<file path="src/rtl/bscan_stream_bridge.sv">
// JTAG USER-DR transport: serial upload into a FWFT stream FIFO, readback on tdo.
// Define BSCAN_STATUS_HEADER_EN to prefix readback with a status byte.
module bscan_stream_bridge #(
   parameter int DATA_WIDTH   = 8,
   parameter int RESULT_WIDTH = 16,
   parameter int FIFO_DEPTH   = 16
) (
   input  logic                    tck,
   input  logic                    rst_n,
   input  logic                    tdi,
   output logic                    tdo,
   input  logic                    test_logic_reset,
   input  logic                    ir_is_user,
   input  logic                    capture_dr,
   input  logic                    shift_dr,
   input  logic                    update_dr,
   output logic [DATA_WIDTH-1:0]   m_data,
   output logic                    m_valid,
   input  logic                    m_ready,
   input  logic [RESULT_WIDTH-1:0] result_data,
   input  logic                    result_valid,
   output logic                    frame_err,
   output logic [7:0]              drop_cnt
);

`ifdef BSCAN_STATUS_HEADER_EN
   localparam int TX_LEN = RESULT_WIDTH + 8;
`else
   localparam int TX_LEN = RESULT_WIDTH;
`endif
   localparam int AW = $clog2(FIFO_DEPTH);
   localparam logic [6:0] DW_CNT = 7'(DATA_WIDTH);
   localparam logic [6:0] TX_CNT = 7'(TX_LEN);
   localparam logic [AW:0] FULL_CNT = (AW+1)'(FIFO_DEPTH);

   if (TX_LEN == DATA_WIDTH) begin : g_len_chk
      $error("bscan_stream_bridge: TX_LEN must differ from DATA_WIDTH");
   end
   if (FIFO_DEPTH < 2 || (FIFO_DEPTH & (FIFO_DEPTH - 1)) != 0) begin : g_depth_chk
      $error("bscan_stream_bridge: FIFO_DEPTH must be a power of two >= 2");
   end

   logic                  rst;
   logic                  cap;
   logic                  shf;
   logic                  upd;
   logic [DATA_WIDTH-1:0] rx_sr;
   logic [DATA_WIDTH:0]   rx_next;
   logic [TX_LEN-1:0]     tx_sr;
   logic [TX_LEN-1:0]     tx_frame;
   logic [6:0]            bit_cnt;
   logic                  push;
   logic                  bad_frame;

   logic [DATA_WIDTH-1:0] mem [FIFO_DEPTH];
   logic [AW-1:0]         wr_ptr;
   logic [AW-1:0]         rd_ptr;
   logic [AW:0]           count;
   logic                  full;
   logic                  pop;
   logic                  push_ok;
   logic                  drop;

   assign rst = !rst_n || test_logic_reset;
   assign cap = ir_is_user && capture_dr;
   assign shf = ir_is_user && shift_dr;
   assign upd = ir_is_user && update_dr;

   assign rx_next   = {tdi, rx_sr};
   assign push      = upd && (bit_cnt == DW_CNT);
   assign bad_frame = upd && !((bit_cnt == DW_CNT) ||
                               (bit_cnt == 7'd0) ||
                               (bit_cnt == TX_CNT));

`ifdef BSCAN_STATUS_HEADER_EN
   logic [4:0] occ;
   logic [7:0] status;
   assign occ      = (32'(count) > 31) ? 5'd31 : 5'(count);
   assign status   = {occ, frame_err, (drop_cnt != 8'd0), result_valid};
   assign tx_frame = {result_data, status};
`else
   assign tx_frame = result_data;
`endif

   // tdo is held low while in reset regardless of stale tx_sr contents
   assign tdo = tx_sr[0] && !rst;

   always_ff @(posedge tck) begin
      if (rst) begin
         rx_sr   <= '0;
         tx_sr   <= '0;
         bit_cnt <= '0;
      end else if (cap) begin
         bit_cnt <= '0;
         tx_sr   <= tx_frame;
      end else if (shf) begin
         rx_sr <= rx_next[DATA_WIDTH:1];
         tx_sr <= tx_sr >> 1;
         if (bit_cnt != 7'd127) begin
            bit_cnt <= bit_cnt + 7'd1;
         end
      end
   end

   assign full    = (count == FULL_CNT);
   assign pop     = m_valid && m_ready;
   assign push_ok = push && (!full || pop);
   assign drop    = push && full && !pop;

   always_ff @(posedge tck) begin
      if (push_ok) begin
         mem[wr_ptr] <= rx_sr;
      end
   end

   always_ff @(posedge tck) begin
      if (rst) begin
         wr_ptr <= '0;
         rd_ptr <= '0;
         count  <= '0;
      end else begin
         if (push_ok) begin
            wr_ptr <= wr_ptr + AW'(1);
         end
         if (pop) begin
            rd_ptr <= rd_ptr + AW'(1);
         end
         unique case ({push_ok, pop})
            2'b10:   count <= count + (AW+1)'(1);
            2'b01:   count <= count - (AW+1)'(1);
            default: count <= count;
         endcase
      end
   end

   assign m_valid = (count != '0);
   assign m_data  = m_valid ? mem[rd_ptr] : '0;

   always_ff @(posedge tck) begin
      if (rst) begin
         frame_err <= 1'b0;
         drop_cnt  <= 8'd0;
      end else
`ifdef BSCAN_STATUS_HEADER_EN
      if (cap) begin
         frame_err <= 1'b0;
         drop_cnt  <= 8'd0;
      end else
`endif
      begin
         if (bad_frame) begin
            frame_err <= 1'b1;
         end
         if (drop && drop_cnt != 8'hFF) begin
            drop_cnt <= drop_cnt + 8'd1;
         end
      end
   end

endmodule

</file>
<file path="config.mk">
export PLATFORM = sky130hd
export DESIGN_NAME = bscan_stream_bridge
export DESIGN_NICKNAME = d
export VERILOG_FILES = /design/src/rtl/bscan_stream_bridge.sv
export SDC_FILE = /design/constraint.sdc
export NUM_CORES = 1
export LEC_CHECK = 0
export BUFFER_PORTS_ARGS = -buffer_cell sky130_fd_sc_hd__buf_4
export CAP_MARGIN = 20
export CORE_MARGIN = 2
export CORE_UTILIZATION = 35
export DETAILED_ROUTE_END_ITERATION = 8
export GPL_ROUTABILITY_DRIVEN = 0
export SLEW_MARGIN = 20
export SYNTH_ARGS = -nofsm -noshare
export SYNTH_HDL_FRONTEND = slang
export SYNTH_SLANG_ARGS = --single-unit
</file>
<file path="constraint.sdc">
create_clock -name tck -period 3.3 [get_ports tck]
set_input_delay 0.33 -clock tck [delete_from_list [all_inputs] [get_ports tck]]
set_output_delay 0.33 -clock tck [all_outputs]
set_load 0.03 [all_outputs]
</file>
==> impl_metrics.env <==
export IMPL_synth_distinct_cells=61
export IMPL_cts_sinks=185
export IMPL_max_vdd_ir_drop_uv=401.9
export IMPL_syn_to_final_growth_pct=15.29
export IMPL_cts_setup_buffers=0
export IMPL_startpoint="bit_cnt[0]"
export IMPL_seq_area_um2=4986
export IMPL_grt_pass1_wl_um=25620
export IMPL_yosysTopAreaCellShare=0.4960
export IMPL_total_power_mw=4.607
export IMPL_hold_path_class="primary input to flop"
export IMPL_synthArstFlopShare=0
export IMPL_synth_edf_count=128
export IMPL_fin_skew_ns=0.01913
export IMPL_end_kind="flop"
export IMPL_die_y_um=152.8
export IMPL_syn_num_nets=584
export IMPL_cts_resized=0
export IMPL_yosys_top_cells_count="edfxtp_1, dfxtp_1, nand2_1"
export IMPL_drive_above_1_share=0.2063
export IMPL_placement_io_buffers=43
export IMPL_numCtsBuffers=17
export IMPL_vias=4645
export IMPL_hold_violations=0
export IMPL_wl_um=16040
export IMPL_grt_overflow=0
export IMPL_multi_input_area_um2=2589
export IMPL_worst_pin_slew_ns=0.9781
export IMPL_io_pins=45
export IMPL_fin_crit_sh=0.8503
export IMPL_ys_flop_type="edfxtp_1"
export IMPL_critPathKind="flop to flop"
export IMPL_synth_top_area_cell="edfxtp_1"
export IMPL_grt_pass1_vias=4784
export IMPL_rsz0062_at_grt="false"
export IMPL_r2r_end="count[4]"
export IMPL_grt_max_degree=33
export IMPL_crit_required_ns=3.61
export IMPL_avgSynthCellArea_um2=14.11
export IMPL_antenna_found_initial=0
export IMPL_utilization=0.4106
export IMPL_r2r_setup_slack_ns=0.49
export IMPL_yosysMostFrequentCell="edfxtp_1"
export IMPL_startpoint_type="flop"
export IMPL_track_usage=0.1416
export IMPL_coreArea_um2=21760
export IMPL_drc=0
export IMPL_cts_tree="yes"
export IMPL_worstPathMaxFanout=7
export IMPL_slew_viol_final=0
export IMPL_hpwl_um=10500
export IMPL_dieArea_um2=23340
export IMPL_viasPerCell=5.272
export IMPL_setup_violations=0
export IMPL_hp_start="tdi"
export IMPL_maxSlewHeadroom=0.3480
export IMPL_synth_seq_cells=185
export IMPL_ant_nets=0
export IMPL_die_w_um=152.8
export IMPL_drtIter0Drc=307
export IMPL_cellPowerDensity_nw_per_um2=515.7
export IMPL_clock_path_buffers=2
export IMPL_setup_tns_final_ns=0
export IMPL_synthCells=549
export IMPL_clk_latency_ns=0.43
export IMPL_start_util=0.3562
export IMPL_maxCapViolCount=0
export IMPL_wl_per_cell_um=18.20
export IMPL_fin_crit_ns=2.806
export IMPL_fmax_mhz=356.4
export IMPL_crit_end="count[4]"
export IMPL_yosysWarnings=0
export IMPL_worstPathArrival_ns=3.11
export IMPL_row_count=54
export IMPL_final_nets=623
export IMPL_worstReg2RegStart="bit_cnt[0]"
export IMPL_netlist_top_cells_area="edfxtp_1, dfxtp_1, mux4_2"
export IMPL_status="complete, no violations"
export IMPL_cts_hold_buffers_added=0
export IMPL_first_pass_iters=4
export IMPL_ff2ff_path_depth=11
export IMPL_htreeDepth=4
export IMPL_syn_area_um2=7749
export IMPL_ctsRootBufferMaster="clkbuf_16"
export IMPL_leakagePower_nw=3.005
export IMPL_clk_pin_slew_ns=0.07
export IMPL_n_antenna_cell=0
export IMPL_synth_seq_area_share=0.6433
export IMPL_fillers=2004
==> per-layer routing <==
metal | part of all wire | track usage
met5 | 0 | 0
met4 | 0.018 | 0.04586
met3 | 0.043 | 0.03527
met2 | 0.50 | 0.2375
met1 | 0.44 | 0.1808
==> critical path, stage by stage, from the launching register on <==
cell and delay, ns:
dfxtp_1 0.35, inv_1 0.07, ha_1 0.16, or4b_4 0.50
nor2_2 0.27, nor2_1 0.10, xor2_1 0.16, ha_1 0.23
nand4b_1 0.14, and3_1 0.21, o21ai_0 0.16, or3b_1 0.36
==> final cells by class <==
cell class,instances,area share
inverters,8,0.003361
multi-input cells,327,0.2898
well taps,280,0.03922
repair buffers,49,0.04258
clock inverters,14,0.01891
clock buffers,18,0.04804
flip-flops and latches,185,0.5581
==> stage by stage <==
stage,cell area [um^2],setup WS (ns),cells,hold slack (ns)
5_1_grt,8934,0.3090,881,0.1532
3_3_place_gp,8335,0.6417,849,0.4612
6_report,8934,0.4941,881,0.1655
4_1_cts,8934,0.5212,881,0.1466
3_5_place_dp,8335,0.5273,849,0.4745
2_1_floorplan,7749,0.7928,549,0.4426
==> cell usage in the layout, fill, tap and decap left out, drive strengths merged, types with 18 or more instances in the layout <==
cell,Yosys,layout
buf,10,49
edfxtp,128,128
nand2,49,49
mux4,32,32
nor2,32,32
dfxtp,57,57
a21oi,34,34
clkbuf,19,18
o21ai,35,35
mux2i,24,24
==> flip-flops by register name (all words and copies together) (netlist names), named ones only <==
| register | flops |
|---|---|
| frame_err | 1 |
| drop_cnt | 8 |
| bit_cnt | 7 |
| mem | 128 |
| rx_sr | 8 |
| count | 5 |
| tx_sr | 16 |
| wr_ptr | 4 |
| rd_ptr | 4 |
==> worst min path at each step <==
| stage | end | slack, ns | cells past startpoint |
|---|---|---|---|
| after floorplan | tx_sr[15] | 0.44 | 2 |
| after global placement | tx_sr[15] | 0.46 | 2 |
| after detailed placement | tx_sr[15] | 0.47 | 2 |
| after CTS | rx_sr[7] | 0.15 | 3 |
| after global routing | rx_sr[7] | 0.15 | 3 |
| final | rx_sr[7] | 0.17 | 3 |
==> cells by family (layout without fill, tap and decap cells) <==
logic type | count (synthesis) | count (layout) | synth area share
DFF | 185 | 185 | 0.6433
and+or+nand+nor | 150 | 150 | 0.1033
AOI/OAI and AO/OA | 103 | 103 | 0.08122
muxes | 57 | 57 | 0.1259
buffers and inverters | 37 | 89 | 0.02261
adders and majority gates | 9 | 9 | 0.01453
xor gates and xnor gates | 8 | 8 | 0.009043
==> where the power goes <==
part	leakage, nW	switching [mW]	total (mW)	internal (mW)
Combinational	1.07	0.0565	0.0942	0.0377
Clock	0.292	0.904	2.05	1.15
Sequential	1.64	0.00509	2.46	2.46
Total	3.00	0.966	4.61	3.64
No activity file was read; power rests on OpenSTA's default activity.
